`config.mk`:
```
export PLATFORM = sky130hd
export DESIGN_NAME = dma_read_request_gen
export DESIGN_NICKNAME = d
export VERILOG_FILES = /design/src/rtl/dma_read_request_gen.sv
export SDC_FILE = /design/constraint.sdc
export NUM_CORES = 1
export LEC_CHECK = 0
export ABC_AREA = 1
export CELL_PAD_IN_SITES_DETAIL_PLACEMENT = 1
export CELL_PAD_IN_SITES_GLOBAL_PLACEMENT = 2
export CORE_MARGIN = 2
export CORE_UTILIZATION = 25
export CTS_CLUSTER_SIZE = 8
export DETAILED_ROUTE_END_ITERATION = 8
export PLACE_DENSITY_LB_ADDON = 0.1
export SETUP_SLACK_MARGIN = 0.2
export SLEW_MARGIN = 20
export SYNTH_ARGS = -nofsm -noshare
export SYNTH_HDL_FRONTEND = slang
export SYNTH_SLANG_ARGS = --single-unit
export TNS_END_PERCENT = 1
```
`constraint.sdc`:
```
create_clock -name i_clk -period 5.4 [get_ports i_clk]
set_input_delay 0.81 -clock i_clk [delete_from_list [all_inputs] [get_ports i_clk]]
set_output_delay 0.81 -clock i_clk [all_outputs]
set_load 0.01 [all_outputs]
```
`src/rtl/dma_read_request_gen.sv`:
```
// Turns DMA read chunks into 3DW PCIe Memory Read TLPs on a 64-bit AXI-stream and
// allocates a completion tag per request from a local bitmap pool.
module dma_read_request_gen #(
  parameter int TAG_COUNT = 32,
  parameter int TAG_BITS  = 5
) (
  input  logic                i_clk,
  input  logic                i_rst,
  input  logic                dma_pending,
  input  logic [31:0]         dma_address_host,
  input  logic [31:0]         dma_address_device,
  input  logic [9:0]          dma_size,
  input  logic                dma_dir_write,
  output logic                dma_done,
  input  logic [15:0]         pcie_requester_id,
  output logic [63:0]         tx_tdata,
  output logic [7:0]          tx_tkeep,
  output logic                tx_tlast,
  output logic                tx_tvalid,
  input  logic                tx_tready,
  output logic                issue_valid,
  output logic [TAG_BITS-1:0] issue_tag,
  output logic [31:0]         issue_addr_device,
  output logic [9:0]          issue_len_dw,
  input  logic                tag_release_valid,
  input  logic [TAG_BITS-1:0] tag_release_tag,
  output logic [TAG_BITS:0]   tags_outstanding,
  output logic                err_tag_release
);
  localparam int CW = TAG_BITS + 1;

  typedef enum logic [1:0] {
    S_IDLE = 2'd0,
    S_HDR0 = 2'd1,
    S_HDR1 = 2'd2,
    S_WAIT = 2'd3
  } state_t;

  state_t               state_q, state_d;
  logic [31:0]          host_q, host_d;
  logic [31:0]          dev_q, dev_d;
  logic [9:0]           len_q, len_d;
  logic [TAG_BITS-1:0]  tag_q, tag_d;
  logic [63:0]          tdata_q, tdata_d;
  logic [7:0]           tkeep_q, tkeep_d;
  logic                 tlast_q, tlast_d;
  logic                 tvalid_q, tvalid_d;
  logic                 done_q, done_d;
  logic                 issue_q, issue_d;
  logic                 err_q, err_d;
  logic [TAG_COUNT-1:0] busy_q, busy_d;
  logic [CW-1:0]        count_q, count_d;

  logic                 free_found_s;
  logic [TAG_BITS-1:0]  free_tag_s;
  logic                 rel_ok_s;
  logic                 alloc_s;
  logic [10:0]          len_sum_s;
  logic [9:0]           len_new_s;
  logic [3:0]           last_be_s;
  logic                 read_req_s;

  assign len_sum_s  = {1'b0, dma_size} + 11'd3;
  assign len_new_s  = {1'b0, len_sum_s[10:2]};
  assign last_be_s  = (len_new_s == 10'd1) ? 4'h0 : 4'hF;
  assign read_req_s = dma_pending && !dma_dir_write;

  // Lowest free tag, and whether the release targets an allocated tag
  always_comb begin
    free_found_s = 1'b0;
    free_tag_s   = '0;
    rel_ok_s     = 1'b0;
    for (int i = TAG_COUNT - 1; i >= 0; i--) begin
      if (!busy_q[i]) begin
        free_found_s = 1'b1;
        free_tag_s   = TAG_BITS'(i);
      end else begin
        rel_ok_s = rel_ok_s | (tag_release_valid && (tag_release_tag == TAG_BITS'(i)));
      end
    end
  end

  // Next-state and next-beat logic; beats are built one cycle ahead so outputs stay registered
  always_comb begin
    state_d  = state_q;
    host_d   = host_q;
    dev_d    = dev_q;
    len_d    = len_q;
    tag_d    = tag_q;
    tdata_d  = tdata_q;
    tkeep_d  = tkeep_q;
    tlast_d  = tlast_q;
    tvalid_d = tvalid_q;
    done_d   = 1'b0;
    issue_d  = 1'b0;
    alloc_s  = 1'b0;
    case (state_q)
      S_IDLE: begin
        if (read_req_s && (dma_size == 10'd0)) begin
          done_d  = 1'b1;
          state_d = S_WAIT;
        end else if (read_req_s && free_found_s) begin
          alloc_s  = 1'b1;
          host_d   = dma_address_host;
          dev_d    = dma_address_device;
          len_d    = len_new_s;
          tag_d    = free_tag_s;
          tdata_d  = {pcie_requester_id, 8'(free_tag_s), last_be_s, 4'hF, 22'd0, len_new_s};
          tkeep_d  = 8'hFF;
          tlast_d  = 1'b0;
          tvalid_d = 1'b1;
          state_d  = S_HDR0;
        end else begin
          state_d = S_IDLE;
        end
      end
      S_HDR0: begin
        if (tx_tready) begin
          tdata_d = {32'd0, host_q[31:2], 2'b00};
          tkeep_d = 8'h0F;
          tlast_d = 1'b1;
          state_d = S_HDR1;
        end else begin
          state_d = S_HDR0;
        end
      end
      S_HDR1: begin
        if (tx_tready) begin
          tdata_d  = 64'd0;
          tkeep_d  = 8'h00;
          tlast_d  = 1'b0;
          tvalid_d = 1'b0;
          done_d   = 1'b1;
          issue_d  = 1'b1;
          state_d  = S_WAIT;
        end else begin
          state_d = S_HDR1;
        end
      end
      // Splitter outputs are stale on the cycle after dma_done, so skip it
      S_WAIT: begin
        state_d = S_IDLE;
      end
      default: begin
        tvalid_d = 1'b0;
        state_d  = S_IDLE;
      end
    endcase
  end

  // Tag bitmap and outstanding count; allocation and release may coincide
  always_comb begin
    busy_d = busy_q;
    for (int i = 0; i < TAG_COUNT; i++) begin
      if (alloc_s && (free_tag_s == TAG_BITS'(i))) begin
        busy_d[i] = 1'b1;
      end else if (rel_ok_s && (tag_release_tag == TAG_BITS'(i))) begin
        busy_d[i] = 1'b0;
      end else begin
        busy_d[i] = busy_q[i];
      end
    end
    err_d   = tag_release_valid && !rel_ok_s;
    count_d = count_q + CW'(alloc_s) - CW'(rel_ok_s);
  end

  // State, latched chunk fields and registered outputs
  always_ff @(posedge i_clk) begin
    if (i_rst) begin
      state_q  <= S_IDLE;
      host_q   <= 32'd0;
      dev_q    <= 32'd0;
      len_q    <= 10'd0;
      tag_q    <= '0;
      tdata_q  <= 64'd0;
      tkeep_q  <= 8'h00;
      tlast_q  <= 1'b0;
      tvalid_q <= 1'b0;
      done_q   <= 1'b0;
      issue_q  <= 1'b0;
      err_q    <= 1'b0;
      busy_q   <= '0;
      count_q  <= '0;
    end else begin
      state_q  <= state_d;
      host_q   <= host_d;
      dev_q    <= dev_d;
      len_q    <= len_d;
      tag_q    <= tag_d;
      tdata_q  <= tdata_d;
      tkeep_q  <= tkeep_d;
      tlast_q  <= tlast_d;
      tvalid_q <= tvalid_d;
      done_q   <= done_d;
      issue_q  <= issue_d;
      err_q    <= err_d;
      busy_q   <= busy_d;
      count_q  <= count_d;
    end
  end

  assign tx_tdata          = tdata_q;
  assign tx_tkeep          = tkeep_q;
  assign tx_tlast          = tlast_q;
  assign tx_tvalid         = tvalid_q;
  assign dma_done          = done_q;
  assign issue_valid       = issue_q;
  assign issue_tag         = tag_q;
  assign issue_addr_device = dev_q;
  assign issue_len_dw      = len_q;
  assign err_tag_release   = err_q;
  assign tags_outstanding  = count_q;

endmodule

```
==> flow_summary.ini, run 1 <==
[final_layout]
final_util = 0.355
final_layout_size_suffix_gt1_frac = 0.0428
area_growth_pct = 39.4
nets = 1409

[clocking]
root_buffer = clkbuf_16
cts.clk_slew.worst_paths_ns = 0.07
postCtsSetupBuffers = 0
clk_latency_ns = 0.44
clock-sinks = 177
htreeDepth = 4
clockBufferDepth = 2
cts-resized-gates = 0
cts_tree = done
cts_made_buffers = 17
cts_hold_buf = 0

[setup_path]
path_class = primary input to flop
worstSetupStartpointType = primary input
critPathArrivalTime_ns = 4.92
reg2reg_depth = 16
r2r_start = busy_q[11]
timing.rr.end = tags_outstanding[4]
rrSetupSlack_ns = 1.73
cp.required_ns = 5.77
cp-end-kind = flop
cp_max_fo = 13

[grt]
grt_antenna_before_repair = 3
grt_start_max_net_pins = 83
grt_pass1_wl_um = 46300
grt_usage = 0.180
grt_pass1_vias = 8051
overflow = 0

[route]
drt_first_iter_violations = 507
ant_nets = 0
top_layer = met5
firstDrtPassIters = 5
wl_met3_um = 2440
wl_met1_um = 14000
drt-vias-per-instance = 4.61
wirelength_um = 29300
met2WireLength_um = 12500
drc = 0
vias = 7867
post_drt_wl_per_cell_um = 17.2

[synth]
seq_area_frac_synth = 0.454
ys_warn_count = 0
syn_inst = 1116
synth_top_area_frac = 0.454
syn_area_um2 = 7810
yosys-top-cells-area = dfxtp_1 (45%), nor2_1 (12%), nand2_1 (10%)
synth_largest_area_cell = dfxtp_1
yosysUniqueCellTypes = 40
ys_seq_elements = 177
avgSynthCellArea_um2 = 6.99

[placed_design]
dp_slack_ns = 0.487
hpwlAfterDp_um = 20200
port_buffers = 224
gp_congestion = 0.814

[pwr]
leakagePower_uw = 0.00395
max-vdd-ir-drop_v = 0.000187
power_density_nw_per_um2 = 300
power_uw = 3270

[floorplan]
die-height_um = 181
dieArea_um2 = 32700
die_w_um = 181
io_pins = 231
initial_core_util = 0.255
rows = 64
core-area_um2 = 30700

[timing]
min_period_over_period = 0.844
finalSetupTns_ns = 0
drv_slew = 0
slew_headroom = 0.364
rsz0062_at_grt = false
hold_viol_final = 0
max_freq_mhz = 219
fin_ws_ns = 0.844
skew_ns = 0.0117
min_period_ns = 4.56
tightest_slew_ns = 0.954
setup_viol = 0

[status]
outcome = finished, final reports clean

[hold_path]
hold_depth = 2
hold_start = tx_tdata[58]
hold-path-endpoint = tx_tdata[58]
min_path_type = flop to flop

[flow_run]
max_cap_violations = 0
Yosys cell counts, drive strengths merged:
master and number:
fa 1, a21oi 89, ha 11, nor3 16, nor2 244, clkinv 3, a22o 1, clkbuf 50
inv 74, nor3b 1, or2 1, and3 2, a211oi 3, nand2 221, dfxtp 177, o31ai 2
o41ai 2, a311oi 1, o21ai 85, a221oi 2, buf 28, a31oi 9, conb 1, nand4 34
nand3 47, a22oi 1, nor4 1, o211ai 1, o311ai 1, xor2 2, o22ai 2, a2111oi 3
state kept, by name, indices dropped and copies added (netlist names), 2 cells and up:
name and cells:
tx_tdata 54, busy_q 32, issue_addr_device 32, host_q 30, issue_len_dw 9, tags_outstanding 6
issue_tag 5, state_q 2, tx_tkeep 2
how the worst max path moves through the flow:
stage                  startpoint             endpoint  slack, ns  cells past startpoint
2_1_floorplan  tag_release_tag[4]  tags_outstanding[4]       1.31                     20
5_1_grt        tag_release_tag[0]  tags_outstanding[4]       0.56                     20
3_3_place_gp   tag_release_tag[4]  tags_outstanding[4]       0.61                     18
3_5_place_dp   tag_release_tag[4]  tags_outstanding[4]       0.49                     18
4_1_cts        tag_release_tag[4]  tags_outstanding[4]       0.92                     18
6_report       tag_release_tag[4]  tags_outstanding[4]       0.84                     18
cell families after synthesis:
| logic type | synth area share |
|---|---|
| adder cells (fa/ha/maj) | 0.0202 |
| AND/OR/NAND/NOR | 0.300 |
| flip-flops | 0.454 |
| buffers and inverters | 0.0843 |
| XOR/XNOR | 0.00224 |
| other | 0.000480 |
| AO/OA/AOI/OAI | 0.139 |
layout make-up:
| cell class | instances | area (µm²) |
|---|---|---|
| Inverter | 77 | 289 |
| Antenna cell | 1 | 2.50 |
| Clock inverter | 12 | 149 |
| Tap cell | 396 | 495 |
| Timing Repair Buffer | 236 | 2330 |
| Clock buffer | 20 | 447 |
| Sequential cell | 177 | 3540 |
| Multi-Input combinational cell | 787 | 3630 |
| Fill cell | 3749 | 19800 |
power by group:
part,leakage [µW],internal (µW),switching (µW)
Sequential,0.00145,1380,49.7
Combinational,0.00222,261,291
Clock,0.000285,706,579
critical path: stages:
cell and delay (ns):
clkdlybuf4s50_1 0.43, inv_1 0.34, buf_4 0.25, nor3_1 0.06, a2111oi_0 0.59, nand3_1 0.17
a2111oi_2 0.41, nor2_2 0.12, ha_1 0.30, inv_1 0.04, ha_1 0.20, fa_1 0.40
nand2_1 0.07, inv_1 0.04, or2_2 0.27, a21oi_1 0.16, o21ai_0 0.10, a21oi_1 0.16
stage by stage:
stage          area [µm²]  hold WS (ns)  instances
6_report            10900         0.464       1706
5_1_grt             10900         0.488       1705
4_1_cts             10900         0.467       1705
3_5_place_dp        10300         0.454       1673
3_3_place_gp        10300         0.444       1673
2_1_floorplan        7820         0.430       1119
layer usage:
layer,track usage,vias to the layer above
met5,0,-
met4,0.0400,4
met2,0.277,222
met1,0.240,3649
li1,-,3970
met3,0.0657,22
cells in the final DEF (no fill, tap or decap), drive strengths merged, types with 6 or more instances in the layout:
cell           count
clkbuf            20
dfxtp            177
ha                11
nand3             47
nor2             244
inv               79
o21ai             85
clkdlybuf4s50    223
a21oi             89
nand2            221
buf               13
a31oi              9
clkinv             6
nand4             34
nor3              16
Power figures use the tool's default switching activity.
==> run 2: changes to the inputs <==
clock period = 4.2 ns   (was 5.4 ns; I/O delays follow)
==> run 2 against run 1 <==
Net effect:
- power rose by 33%
- count of clock-buffer cells in the layout is 2 lower
- combinational power increased by 34%
- worst setup slack got worse by 0.20 ns
- sequential share of layout area shrank 1.0 points
- cell area increased by 3.2%
- critical path depth increased by 1
- die area unchanged
- global-route usage is 0.17 points higher
- cell count up 1.7%
- highest routed layer unchanged
==> flow_summary.ini, run 2 (synthesis gave the netlist of run 1 again) <==
[floorplan]
rows = 64
dieArea_um2 = 32700
core-area_um2 = 30700
die_w_um = 181
io_pins = 231
die-height_um = 181
initial_core_util = 0.255

[final_layout]
fin_area_um2 = 11200
final_cell_mix = nor2_1 (242), clkdlybuf4s50_1 (218), nand2_1 (214)
fillers = 3794
post_layout_nonfiller_instances = 1735
final_layout_size_suffix_gt1_frac = 0.0725
final_common_cell = nor2_1
nets = 1438
final_util = 0.366
largest_reg_flops = 54
area_growth_pct = 43.8

[hold_path]
min_path_type = flop to flop

[clocking]
root_buffer = clkbuf_16
cts.clk_slew.worst_paths_ns = 0.07
postCtsSetupBuffers = 0
htreeDepth = 4
clockBufferDepth = 2
cts_made_buffers = 17
cts_hold_buf = 0
clk_latency_ns = 0.45
clock-sinks = 177
cts_tree = done

[route]
top_layer = met5
post_drt_wl_per_cell_um = 16.9
wl_met3_um = 2220
drc = 0
ant_nets = 0
wl_met1_um = 14200
drt-vias-per-instance = 4.60
met2WireLength_um = 12600
vias = 7979
wirelength_um = 29400
firstDrtPassIters = 4
drt_first_iter_violations = 376

[setup_path]
cpMaxStageDelayCell = fa_1
cp_slowest_stage_delay_ns = 0.38
critPathArrivalTime_ns = 3.93
worstSetupStartpointType = primary input
cp-end-kind = flop
crit_chain = dlymetal6s2s_1 > nor2_1 > buf_4 > nand3_1 > nor3b_1 > a2111oi_4 > nand4_1 > a2111oi_4 > nor2_2 > ha_1 > inv_1 > ha_1 > fa_1 > nand2_1 > inv_1 > or2_2 > a21oi_2 > o21ai_0 > a21oi_1
cp_max_fo = 6
cp.required_ns = 4.57
path_class = primary input to flop

[flow_run]
max_cap_violations = 0

[grt]
grt_antenna_before_repair = 4
grt_pass1_wl_um = 46800
overflow = 0
grt_start_max_net_pins = 82
grt_pass1_vias = 8217
grt_usage = 0.181

[pwr]
power_uw = 4350
leakagePower_uw = 0.00417
max-vdd-ir-drop_v = 0.000259
power_density_nw_per_um2 = 387

[timing]
slew_headroom = 0.376
tightest_slew_ns = 0.936
drv_slew = 0
min_period_ns = 3.55
setup_viol = 0
rsz0062_at_grt = false
min_period_over_period = 0.846
finalSetupTns_ns = 0
max_freq_mhz = 281
hold_viol_final = 0
skew_ns = 0.0126

[placed_design]
gp_congestion = 0.822
placed_cells = 1702
hpwlAfterDp_um = 20900
port_buffers = 224
place_area_um2 = 10500

[status]
outcome = finished, final reports clean
run 2: cell count changes in the layout (fill, tap and decap cells not counted), moves of 4 or more:
cell	change
buf_4	+27
clkdlybuf4s50_1	-5
dlymetal6s2s_1	+5
inv_1	-4
inv_2	+4
run 2: where the power goes:
group          total, µW  switching (µW)  internal, µW
combinational        740             383           357
clock               1760             741          1020
sequential          1840            64.6          1780
total               4350            1190          3160
run 2: cell type report:
type,instances,area (µm²),share of cell area
diodes,1,2.50,0.000223
clock buffers,18,439,0.0391
clock inverters,14,201,0.0179
inverters,77,289,0.0257
multi-input cells,787,3680,0.328
flip-flops and latches,177,3540,0.316
well taps,396,495,0.0441
repair buffers,265,2580,0.229
run 2: what timing repair did:
action	in CTS	in global routing
resized for setup	2	18
setup endpoints to repair	1	2
pin swaps	0	5
run 2: through the flow:
stage                     setup WS, ns  hold WS [ns]
after floorplan                  0.286         0.430
final                            0.646         0.458
after CTS                        0.230         0.459
after global placement          -0.185         0.443
after detailed placement        -0.299         0.449
after global routing             0.378         0.478
run 2: path summary, 6_finish.rpt:
check                                        start                  end  slack [ns]  cells past startpoint
worst max register to register           busy_q[0]           busy_q[28]        0.87                     12
worst min register to register           host_q[2]            host_q[2]        0.46                      2
worst min-delay path                     host_q[2]            host_q[2]        0.46                      2
worst max-delay path            tag_release_tag[1]  tags_outstanding[4]        0.65                     19
run 2: routing by layer:
layer,vias up,GRT usage
met2,204,0.275
met4,6,0.0419
met3,24,0.0665
met1,3723,0.245
li1,4022,-
met5,-,0
run 2: worst max-delay path: cells and delay by family:
| family | cells | cell delay (ns) |
|---|---|---|
| compound gates | 5 | 1.00 |
| buf+inv | 4 | 0.44 |
| simple gates | 7 | 0.99 |
| fa+ha+maj | 3 | 0.87 |
==> edit (config.mk and constraints of run 1) <==
Make the reset (`i_rst`) asynchronous in one clocked block.
--- a/src/rtl/dma_read_request_gen.sv
+++ b/src/rtl/dma_read_request_gen.sv
@@ -167,3 +167,3 @@
   // State, latched chunk fields and registered outputs
-  always_ff @(posedge i_clk) begin
+  always_ff @(posedge i_clk or posedge i_rst) begin
     if (i_rst) begin
Check against the original RTL: differs if i_rst is asserted again (counterexample within 4 cycles, from zero or initial values and one cycle with i_rst high); with i_rst held inactive, the same outputs for 4 cycles.
==> edit against run 1 <==
  * Worst hold slack improved by 0.0053 ns
  * Area after synthesis rose by 5.0%
  * Synthesized cell count fell by 12%
  * Cell area rose by 5.3%
  * Worst setup slack improved by 0.57 ns
  * Sequential cell count did not move
  * Routed wire length fell by 4.8%
  * Critical endpoint is now tags_outstanding[5]
Power is not compared: it rests on default switching activity, and its combinational part moved more than twofold at a synthesized area within 25%.
==> edit: results <==
{
  "dpl_cell_area_um2": 10830,
  "hold_depth": 2,
  "cts_buffer_depth": 2,
  "wl_um": 27890,
  "cts_hold_buffers": 0,
  "grt_pass1_vias": 7643,
  "grt_use_total_pct": 17.05,
  "timing.critical_path.arrival_ns": 4.36,
  "skew_ns": 0.01353,
  "whs_ns": 0.4697,
  "max_stage_delay_ns": 0.48,
  "gp_congestion": 0.7812,
  "hp-start": "issue_addr_device[21]",
  "r2r_cells": 19,
  "p_leak_nw": 5.169,
  "synth-async-reset-ratio_pct": 100.0,
  "dp.final_hpwl_um": 20000,
  "clockRootBuffer": "clkbuf_16",
  "finalSetupViolCount": 0,
  "status": "completed",
  "cts_setup_buffers": 0,
  "cp_slowest_cell": "clkdlybuf4s50_1",
  "avgRoutedWirePerCell_um": 17.07,
  "placed_cells": 1601,
  "avgViaCountPerCell": 4.348,
  "ctsResizeCount": 0,
  "whs_endpoint": "issue_addr_device[21]",
  "antenna_found_initial": 2,
  "drt_first_iter_violations": 254,
  "grt_max_degree": 101,
  "grt_pass1_wl_um": 44060,
  "synth-main-ff-cell": "dfrtp_1",
  "synth.distinct_cells": 40,
  "reg2reg_from": "busy_q[0]",
  "htree_levels": 4,
  "maxSlewHeadroom_pct": 34.02,
  "critPathMaxFanout": 7,
  "r2r_slack_ns": 2.03,
  "synth.avg_cell_area_um2": 8.384,
  "cts_buffers": 17,
  "hp-class": "flop to flop",
  "port_buffers": 224,
  "first_pass_iters": 4,
  "synth_area_leaders": "dfrtp_1 (54%), nand2_1 (16%), o21ai_0 (5.0%)",
  "vdd_drop_max_mv": 0.3232,
  "reg2reg_to": "tags_outstanding[5]",
  "synth_seq_area_share_pct": 54.02,
  "critical_path.top_delay_family": "simple AND/OR/NAND/NOR gates",
  "layout.nets": 1291,
  "clk_pin_slew_worst_paths_ns": 0.07,
  "drive_gt1_share_pct": 5.122,
  "ys_top_cells_by_count": "nand2_1 (340), dfrtp_1 (177), inv_1 (99)"
}
edit: worst max-delay path by stage:
stage                     cells after the start             endpoint  slack (ns)          startpoint
final                                        18  tags_outstanding[5]        1.41  tag_release_tag[0]
after global routing                         18  tags_outstanding[5]        1.17  tag_release_tag[0]
after CTS                                    18  tags_outstanding[5]        1.36  tag_release_tag[0]
after detailed placement                     18  tags_outstanding[5]        0.89  tag_release_tag[0]
after global placement                       18  tags_outstanding[5]        0.93  tag_release_tag[0]
after floorplan                              20  tags_outstanding[5]        1.93  tag_release_tag[2]
edit: final cells by class:
cell class,instances,area [um2]
clock inverters,14,176.4
fillers,3772,21000
flip-flops and latches,177,4429
inverters,103,390.4
repair buffers,233,2322
clock buffers,18,439.2
well taps,442,553.0
diodes,1,2.502
multi-input cells,646,3143
edit: cell families (layout without fill, tap and decap cells):
family	count (synthesis)	in the layout	synth area share (%)
compound gates	144	144	10.70
xor+xnor	5	5	0.5341
fa+ha+maj	12	12	1.923
buf+inv	158	368	8.118
flops	177	177	54.02
other cells	1	5	0.04574
simple gates	481	481	24.66
edit: tightest hold or removal path: cells and delay by family (launching register included):
kind             cells  cell delay (ns)
DFF                  1             0.34
and+or+nand+nor      2             0.09
edit: metal layers:
layer,vias to the layer above,global-route usage [%],routed length [um]
met2,126,27.39,13010
met5,-,0,13
met4,2,4.254,314
li1,3501,-,-
met1,3452,22.05,12930
met3,23,5.741,1624
edit: through the flow:
step	power [W]	utilization (%)	setup slack (ns)
finish	0.006007	35.30	1.410
global route	0.006486	35.29	1.174
CTS	0.006144	35.28	1.361
detailed placement	0.004755	33.38	0.8935
global placement	0.004717	33.38	0.9326
floorplan	0.003465	-	1.927
edit: power by group:
part	internal [W]	switching (W)	leakage, nW
Clock	0.000747	0.000583	0.298
Combinational	0.00119	0.00134	2.60
Sequential	0.00183	0.000312	2.27
